==> src/rtl/rcon_sequencer.sv <==
// AES key-schedule round-constant engine: walks Rcon forward (xtime) or backward (inverse xtime)
// and applies it to one byte lane of each key word through a single-entry valid/ready stage.
module rcon_sequencer #(
    parameter int WORD_W = 32,
    parameter int LANE   = 3,
    parameter int XOR_EN = 1
) (
    input  logic              clk,
    input  logic              rst,
    input  logic              start_in,
    input  logic [1:0]        key_len_in,
    input  logic              dir_in,
    input  logic [WORD_W-1:0] word_in,
    input  logic              in_valid_in,
    output logic              in_ready_out,
    output logic [WORD_W-1:0] word_out,
    output logic              out_valid_out,
    input  logic              out_ready_in,
    output logic [7:0]        rcon_out,
    output logic [3:0]        round_idx_out,
    output logic              busy_out,
    output logic              done_out,
    output logic              err_out
);

    localparam logic [1:0] S_IDLE  = 2'd0;
    localparam logic [1:0] S_RUN   = 2'd1;
    localparam logic [1:0] S_DRAIN = 2'd2;

    function automatic logic [7:0] xtime(input logic [7:0] x);
        return {x[6:0], 1'b0} ^ (x[7] ? 8'h1B : 8'h00);
    endfunction

    // Exact inverse of xtime: undo the reduction, then shift the carry back into bit 7.
    function automatic logic [7:0] inv_xtime(input logic [7:0] y);
        logic [7:0] t;
        t = y ^ (y[0] ? 8'h1B : 8'h00);
        return (t >> 1) | {y[0], 7'b0000000};
    endfunction

    function automatic logic [WORD_W-1:0] apply_rcon(input logic [WORD_W-1:0] w,
                                                     input logic [7:0]        r);
        logic [WORD_W-1:0] sh;
        logic [WORD_W-1:0] mask;
        sh   = WORD_W'(r) << (8 * LANE);
        mask = WORD_W'(8'hFF) << (8 * LANE);
        if (XOR_EN != 0) begin
            return w ^ sh;
        end else begin
            return (w & ~mask) | sh;
        end
    endfunction

    logic [1:0]        state_q, state_d;
    logic [7:0]        rcon_q, rcon_d;
    logic [3:0]        cnt_q, cnt_d;
    logic [3:0]        n_q, n_d;
    logic              dir_q, dir_d;
    logic [WORD_W-1:0] word_q, word_d;
    logic              out_valid_q, out_valid_d;
    logic              done_q, done_d;
    logic              err_q, err_d;
    logic              accept_s;
    logic              take_s;

    assign in_ready_out  = (state_q == S_RUN) && (!out_valid_q || out_ready_in);
    assign accept_s      = in_valid_in && in_ready_out;
    assign take_s        = out_valid_q && out_ready_in;
    assign word_out      = word_q;
    assign out_valid_out = out_valid_q;
    assign rcon_out      = rcon_q;
    assign round_idx_out = cnt_q;
    assign busy_out      = (state_q != S_IDLE);
    assign done_out      = done_q;
    assign err_out       = err_q;

    // Next-state, Rcon stepping and output-stage update.
    always_comb begin
        state_d     = state_q;
        rcon_d      = rcon_q;
        cnt_d       = cnt_q;
        n_d         = n_q;
        dir_d       = dir_q;
        word_d      = word_q;
        out_valid_d = out_valid_q;
        done_d      = 1'b0;
        err_d       = 1'b0;
        case (state_q)
            S_IDLE: begin
                if (start_in) begin
                    if (key_len_in == 2'b11) begin
                        err_d = 1'b1;
                    end else begin
                        state_d = S_RUN;
                        cnt_d   = 4'd0;
                        dir_d   = dir_in;
                        case (key_len_in)
                            2'b00:   begin n_d = 4'd10; rcon_d = dir_in ? 8'h36 : 8'h01; end
                            2'b01:   begin n_d = 4'd8;  rcon_d = dir_in ? 8'h80 : 8'h01; end
                            default: begin n_d = 4'd7;  rcon_d = dir_in ? 8'h40 : 8'h01; end
                        endcase
                    end
                end else begin
                    state_d = S_IDLE;
                end
            end
            S_RUN: begin
                if (accept_s) begin
                    word_d      = apply_rcon(word_in, rcon_q);
                    out_valid_d = 1'b1;
                    cnt_d       = cnt_q + 4'd1;
                    rcon_d      = dir_q ? inv_xtime(rcon_q) : xtime(rcon_q);
                    if (cnt_q == n_q - 4'd1) begin
                        state_d = S_DRAIN;
                    end else begin
                        state_d = S_RUN;
                    end
                end else if (take_s) begin
                    out_valid_d = 1'b0;
                end else begin
                    out_valid_d = out_valid_q;
                end
            end
            S_DRAIN: begin
                if (take_s) begin
                    out_valid_d = 1'b0;
                    done_d      = 1'b1;
                    rcon_d      = 8'h00;
                    state_d     = S_IDLE;
                end else begin
                    state_d = S_DRAIN;
                end
            end
            default: begin
                state_d     = S_IDLE;
                out_valid_d = 1'b0;
                rcon_d      = 8'h00;
            end
        endcase
    end

    // State and output registers.
    always_ff @(posedge clk or posedge rst) begin
        if (rst) begin
            state_q     <= S_IDLE;
            rcon_q      <= 8'h00;
            cnt_q       <= 4'd0;
            n_q         <= 4'd0;
            dir_q       <= 1'b0;
            word_q      <= '0;
            out_valid_q <= 1'b0;
            done_q      <= 1'b0;
            err_q       <= 1'b0;
        end else begin
            state_q     <= state_d;
            rcon_q      <= rcon_d;
            cnt_q       <= cnt_d;
            n_q         <= n_d;
            dir_q       <= dir_d;
            word_q      <= word_d;
            out_valid_q <= out_valid_d;
            done_q      <= done_d;
            err_q       <= err_d;
        end
    end

endmodule

==> config.mk <==
export PLATFORM = sky130hd
export DESIGN_NAME = rcon_sequencer
export DESIGN_NICKNAME = d
export VERILOG_FILES = /design/src/rtl/rcon_sequencer.sv
export SDC_FILE = /design/constraint.sdc
export NUM_CORES = 1
export LEC_CHECK = 0
export CORE_MARGIN = 3
export CORE_UTILIZATION = 41
export DETAILED_ROUTE_END_ITERATION = 6
export PLACE_DENSITY = 0.76
export SETUP_SLACK_MARGIN = 0.05
export SYNTH_ARGS = -nofsm -noshare
export SYNTH_HDL_FRONTEND = slang
export SYNTH_SLANG_ARGS = --single-unit
==> constraint.sdc <==
create_clock -name clk -period 1.7 [get_ports clk]
set_input_delay 0.34 -clock clk [delete_from_list [all_inputs] [get_ports clk]]
set_output_delay 0.34 -clock clk [all_outputs]
set_load 0.02 [all_outputs]
== Word level (Yosys, flattened, before mapping) ==
Cells that the tools add are included.

* ROM bits: 0
* Flip-flop bits (word level): 54
* Logic and storage cells: 71
* Latch bits: 0
* Bits in writable memories: 0
* Memories: 0
* Output and inout port bits: 49

* Magnitude comparators: 0
* Mux-type cells: 31
* Equality and inequality tests: 10
* Add/sub/neg operators: 2
* Shifts and indexed selects: 0
* Reductions and logical operators: 14
* Div/mod/pow operators: 0
* Bitwise operators: 5
* $mul: 0

{| class="wikitable"
|+ Operator list
! kind !! number
|-
| 2-to-1 mux 8 bit || 6
|-
| bitwise XOR 32 bit || 1
|-
| one-hot mux 8 bit (3 select lines) || 1
|-
| one-hot mux 4 bit (2 select lines) || 2
|-
| one-hot mux 8 bit (2 select lines) || 1
|-
| bitwise XOR 8 x 5 -> 8 bit || 2
|-
| 2-to-1 mux 4 bit || 3
|-
| 2-to-1 mux 2 bit || 5
|-
| 2-to-1 mux 5 bit || 2
|-
| != test 2 bit (second input constant) || 4
|-
| OR 7 x 8 -> 8 bit || 1
|-
| AND reduction 4 bit || 2
|-
| 2-to-1 mux 1 bit || 7
|-
| 2-to-1 mux 7 bit || 1
|-
| 2-to-1 mux 6 bit || 1
|-
| one-hot mux 2 bit (3 select lines) || 1
|-
| adder 4 x 1 -> 4 bit (second input constant) || 1
|-
| equality test 2 x 1 -> 1 bit (second input constant) || 2
|-
| equality test 2 bit (second input constant) || 2
|-
| equality test 4 bit || 1
|-
| logical NOT 2 bit || 2
|-
| AND reduction 2 bit || 2
|-
| nonzero test 2 bit || 2
|-
| subtractor 4 x 1 -> 4 bit (second input constant) || 1
|-
| 7 further kinds || 9
|}

== Depth between registers and ports, before layout ==
Gate-level depths: netlist (run 1).

* Depth in word-level cells: 6
* Depth in mapped cells: 8
* Mapped depth without buffers: 6

== Worst setup path after synthesis (run 1) ==
OpenSTA, ideal clock, no wires.

* Path type: flip-flop to flip-flop
* Start: register state_q[0]
* End: register rcon_q[0], in the netlist rcon_out[0]
* Data required time: 1.575 ns
* Stages on the path, launching flop included: 8
* Arrival time: 1.831 ns
* Period minus slack after synthesis: 1.956 ns
* Setup slack: -0.256 ns
* Library setup time: 0.125 ns
* Cells stage by stage: dfrtp_1 > inv_1 > ha_1 > clkbuf_2 > inv_1 > a21oi_2 > a211oi_4 > mux2_2

* Longest elaborated chain between the ends: 5
* Elaborated cells on any way between the ends: 11
* Classes of those cells: 6 x eq/ne; 1 x mux; 4 x reduce/logical

{| class="wikitable"
|+ Ends and longest elaborated chain
! element !! RTL line !! text
|-
| start, declared || 54 || <nowiki>logic [1:0] state_q, state_d;</nowiki>
|-
| start signal, assigned || 155 || <nowiki>state_q <= state_d;</nowiki>
|-
| equality test 2 x 1 -> 1 bit || 66, 88 ||
|-
| logical AND 1 bit || 66 || <nowiki>assign in_ready_out = (state_q == S_RUN) && (!out_valid_q || out_ready_in);</nowiki>
|-
| logical AND 1 bit || 67 || <nowiki>assign accept_s = in_valid_in && in_ready_out;</nowiki>
|-
| != test 2 bit (no source line) || -- ||
|-
| AND reduction 4 bit (no source line) || -- ||
|-
| end signal, assigned || 156 || <nowiki>rcon_q <= rcon_d;</nowiki>
|-
| end, declared || 55 || <nowiki>logic [7:0] rcon_q, rcon_d;</nowiki>
|}

Several ways; a longest one is shown, not always the timed one.
A chain may end at the register's enable or synchronous reset.

== Worst setup path in the final report (run 1) ==
* Start: register state_q[0]
* End: register rcon_q[5], in the netlist rcon_out[5]

The elaborated chain is that of the path after synthesis.

==> parameters.txt, run 1 <==
Parameter                              Value

Status
  Outcome ... completed

Clock tree
  Clock transition at the registers of the reported paths ... 0.10 ns
  Clock latency of the later-clocked register in the worst-skew pair ... 0.31 ns
  Clock buffers created by TritonCTS ... 5
  Largest buffer count on any clock path ... 2
  Clock root cell ... sky130_fd_sc_hd__clkbuf_8
  TritonCTS clock tree ... yes
  Number of levels in the clock H-tree ... 2
  Number of sinks handled by clock tree synthesis ... 53

Final layout
  Post-route design area ... 4129 um2
  N_diodes ... 0
  Area of combinational cells with multiple inputs ... 1299 um2
  Sequential cell area ... 1328 um2
  Final net count ... 439
  Fin util ... 0.6892
  Area growth, synth to finish ... 60.04%
  Fillers ... 463
  Share of cells above drive strength 1 ... 0.2214

Synthesis
  Net Count, Synth ... 318
  Syn Inst Count ... 271
  Library cell with the largest summed area after synthesis ... sky130_fd_sc_hd__dfrtp_1
  Area fraction of the dominant cell type after synthesis ... 0.5141
  Cell variety after synth ... 44
  Yosys warnings ... 0
  Synthesized cell area ... 2580 um2
  Cells taking the most area after synthesis ... sky130_fd_sc_hd__dfrtp_1 51%, sky130_fd_sc_hd__nand2_1 14%, sky130_fd_sc_hd__mux2_2 5.2%, sky130_fd_sc_hd__xnor2_1 4.1%, sky130_fd_sc_hd__o21ai_0 3.9%
  Mean Syn Cell Area ... 9.520 um2
  Share of the yosys chip area belonging to registers ... 0.5141
  Post-synthesis register bit count ... 53

Global route
  Antenna violations before repair ... 0
  Pin count of the biggest net entering global routing ... 25
  Total overflow reported by the global router ... 0
  Wire length of the first global-routing pass ... 10,820 um
  Total track usage ... 0.1848
  Via count of the first global-routing pass ... 2,283

Floorplanning
  Die area ... 7280 um2
  Rows ... 28
  Overall die width ... 85.33 um
  Placeable core area ... 5991 um2
  Die height ... 85.33 um
  Number of I/O pins ... 89
  Initial Util ... 0.4307

Timing
  Final Slew Violations ... 0
  Hold violation count in the final report ... 0
  Maximum clock frequency ... 0.6010 GHz
  Final WS setup ... 0.03607 ns
  Tightest Pin Transition ... 0.3653 ns
  RSZ-0062 raised after global routing ... yes
  Worst max-slew margin expressed relative to the limit ... 0.7561
  Number of failing setup endpoints in the final timing report ... 0
  Period utilisation layout ... 0.9788
  Post-route clock skew ... 0.008650 ns
  Minimum clock period ... 1.664 ns

Placement
  Post-Place Cell Area ... 3836 um2
  DP Worst Slack ... -0.3712 ns
  Final weighted congestion of routability-driven global placement ... 0.8078
  Half-perimeter wire length after placement ... 4812 um
  IO buf count ... 88

Power and ir drop
  Reported net switching power ... 3.483 mW
  LEAKAGE ... 2.263 nW
  Power after layout ... 8.312 mW
  Internal power consumption ... 4.829 mW
  Combinational cell fraction of total power ... 0.639
  Switch share ... 0.4190
  Power share of the sequential group ... 0.273
  Total power divided by cell area ... 2013 nW/um2
  Maximum VDD drop ... 0.0008655 V
  Clk pwr share ... 0.088

Setup path
  Depth of the most critical reg-to-reg path ... 5
  Arrival time of the worst setup path ... 1.86 ns
  Biggest fanout along the worst timing path ... 18
  Startpoint of the most critical register-to-register path ... state_q[0]$_DFFE_PP0P_
  Data required time at the worst endpoint ... 1.90 ns
  Setup crit start kind ... register
  Reg-to-reg endpoint ... rcon_out[5]$_DFFE_PP0P_
  Startpoint-to-endpoint class of the critical path ... register to register
  FF-to-FF setup slack ... 0.04 ns
  Critical path capture point type ... register

Route
  DRT Wirelength ... 6799 um
  Count of vias placed by the detailed router ... 2,319
  1st-pass router iterations ... 4
  Antenna-violating nets left ... 0
  WL/cell ... 14.53 um
  Remaining design rule violation count ... 0
  Detail-routed via count per cell ... 4.955
  Initial detailed-routing violation count ... 99

Hold path
  Worst min-delay path class ... input pin to async pin

Job
  Max-capacitance violation count ... 0
==> power by group through the flow <==
| stage | combinational [mW] | clock (mW) | sequential [mW] |
|---|---|---|---|
| 3_5_place_dp | 5.02 | 0 | 2.29 |
| 5_1_grt | 5.77 | 0.813 | 2.36 |
| 4_1_cts | 5.17 | 0.764 | 2.27 |
| 6_report | 5.31 | 0.733 | 2.27 |
| 3_3_place_gp | 4.91 | 0 | 2.27 |
| 2_1_floorplan | 2.38 | 0 | 2.88 |
==> worst max-delay path: stages (launching register included) <==
cell	delay [ns]
sky130_fd_sc_hd__dfrtp_2	0.45
sky130_fd_sc_hd__ha_4	0.19
sky130_fd_sc_hd__buf_6	0.16
sky130_fd_sc_hd__a211oi_4	0.28
sky130_fd_sc_hd__buf_12	0.17
sky130_fd_sc_hd__mux2_4	0.30
==> per-stage QoR <==
step                cells  hold WS, ns   TNS [ns]
floorplan             271       0.4454    -0.4200
global placement      454       0.4557     -5.360
detailed placement    454       0.4664     -6.313
CTS                   466       0.3189          0
global route          468       0.3439  -0.004458
finish                468       0.3211          0
==> worst max path at each step <==
stage / startpoint / to / slack (ns) / cells past startpoint
2_1_floorplan: state_q[1]$_DFFE_PP0P_ / rcon_out[5]$_DFFE_PP0P_ / -0.06 / 7
3_3_place_gp: out_ready_in / in_ready_out / -0.35 / 4
3_5_place_dp: out_ready_in / in_ready_out / -0.37 / 4
4_1_cts: state_q[0]$_DFFE_PP0P_ / rcon_out[6]$_DFFE_PP0P_ / 0.05 / 7
5_1_grt: n_q[1]$_DFFE_PP0P_ / state_q[0]$_DFFE_PP0P_ / -0.004 / 6
6_report: state_q[0]$_DFFE_PP0P_ / rcon_out[5]$_DFFE_PP0P_ / 0.04 / 5
==> layer usage <==
layer  track usage  vias to the layer above  routed length, um
li1              -                     1134                  -
met3       0.04175                        6                444
met1        0.2571                     1093               3113
met2        0.2931                       86               3189
met4       0.04604                        0                 51
met5             0                        -                  0
==> repair_timing <==
action,CTS,global route
resized for setup,27,39
hold buffers,0,0
endpoints found under the setup margin,21,42
pin swaps,3,4
buffers inserted,4,2
==> cells in the final DEF (no fill, tap or decap), types with 7 or more instances in the layout <==
cell type / count
sky130_fd_sc_hd__buf_4: 36
sky130_fd_sc_hd__clkdlybuf4s50_1: 49
sky130_fd_sc_hd__dfrtp_1: 52
sky130_fd_sc_hd__dlygate4sd2_1: 9
sky130_fd_sc_hd__dlymetal6s2s_1: 28
sky130_fd_sc_hd__mux2_4: 7
sky130_fd_sc_hd__nand2_1: 93
sky130_fd_sc_hd__nor2_1: 9
sky130_fd_sc_hd__o21ai_0: 20
sky130_fd_sc_hd__xnor2_1: 10
==> cell usage after synthesis <==
library cell                instances
sky130_fd_sc_hd__nand2_1           93
sky130_fd_sc_hd__dfrtp_1           53
sky130_fd_sc_hd__o21ai_0           20
sky130_fd_sc_hd__mux2_2            12
sky130_fd_sc_hd__xnor2_1           12
sky130_fd_sc_hd__nor2_1             9
sky130_fd_sc_hd__inv_1              8
sky130_fd_sc_hd__ha_1               7
sky130_fd_sc_hd__clkbuf_1           6
sky130_fd_sc_hd__xor2_1             5
sky130_fd_sc_hd__a21oi_1            4
sky130_fd_sc_hd__nand3_1            4
sky130_fd_sc_hd__buf_1              3
sky130_fd_sc_hd__a211o_1            2
sky130_fd_sc_hd__buf_2              2
sky130_fd_sc_hd__buf_4              2
sky130_fd_sc_hd__o221ai_1           2
sky130_fd_sc_hd__a211oi_4           1
sky130_fd_sc_hd__a21boi_0           1
sky130_fd_sc_hd__a21o_1             1
sky130_fd_sc_hd__a21o_2             1
sky130_fd_sc_hd__a21oi_2            1
sky130_fd_sc_hd__a22o_1             1
sky130_fd_sc_hd__a31oi_1            1
sky130_fd_sc_hd__a32o_1             1
sky130_fd_sc_hd__and2_1             1
sky130_fd_sc_hd__and2b_2            1
sky130_fd_sc_hd__and3_1             1
sky130_fd_sc_hd__clkbuf_2           1
sky130_fd_sc_hd__mux2i_1            1
sky130_fd_sc_hd__nand2b_1           1
sky130_fd_sc_hd__nor2b_1            1
sky130_fd_sc_hd__nor3b_1            1
sky130_fd_sc_hd__nor4_1             1
sky130_fd_sc_hd__nor4b_1            1
sky130_fd_sc_hd__o211ai_1           1
sky130_fd_sc_hd__o22a_1             1
sky130_fd_sc_hd__o22ai_1            1
sky130_fd_sc_hd__o2bb2ai_1          1
sky130_fd_sc_hd__o31ai_1            1
sky130_fd_sc_hd__o32ai_1            1
sky130_fd_sc_hd__o41ai_1            1
sky130_fd_sc_hd__or3_1              1
sky130_fd_sc_hd__xor3_1             1
==> logic make-up (layout without fill, tap and decap cells) <==
family,count (synthesis),count (layout),synth area share
and+or+nand+nor,115,115,0.1804
DFF,53,53,0.5141
AOI/OAI and AO/OA,43,43,0.1120
buffers and inverters,22,144,0.03637
xor gates and xnor gates,18,18,0.06692
muxes,13,13,0.05626
adders and majority gates,7,7,0.03395
==> layout make-up <==
class	instances	area share
clock buffers	5	0.01667
clock inverters	3	0.006061
well taps	75	0.02273
flip-flops and latches	53	0.3215
repair buffers	128	0.3094
inverters	8	0.009091
multi-input cells	196	0.3145
==> sequential cells by signal, summed over array words and instances (netlist names) <==
signal         count
word_out          32
err_out            1
rcon_out           8
state_q            2
dir_q              1
n_q                3
out_valid_out      1
round_idx_out      4
done_out           1
Power figures use the tool's default switching activity.
==> inputs of run 2 (changes only) <==
--- a/config.mk
+++ b/config.mk
@@ -8,6 +8,7 @@
 export CORE_MARGIN = 3
 export CORE_UTILIZATION = 41
 export DETAILED_ROUTE_END_ITERATION = 6
+export GPL_ROUTABILITY_DRIVEN = 0
 export PLACE_DENSITY = 0.76
 export SETUP_SLACK_MARGIN = 0.05
 export SYNTH_ARGS = -nofsm -noshare
==> results of run 2 <==
Same layout as run 1: the final DEF is identical, and so are final timing and power.
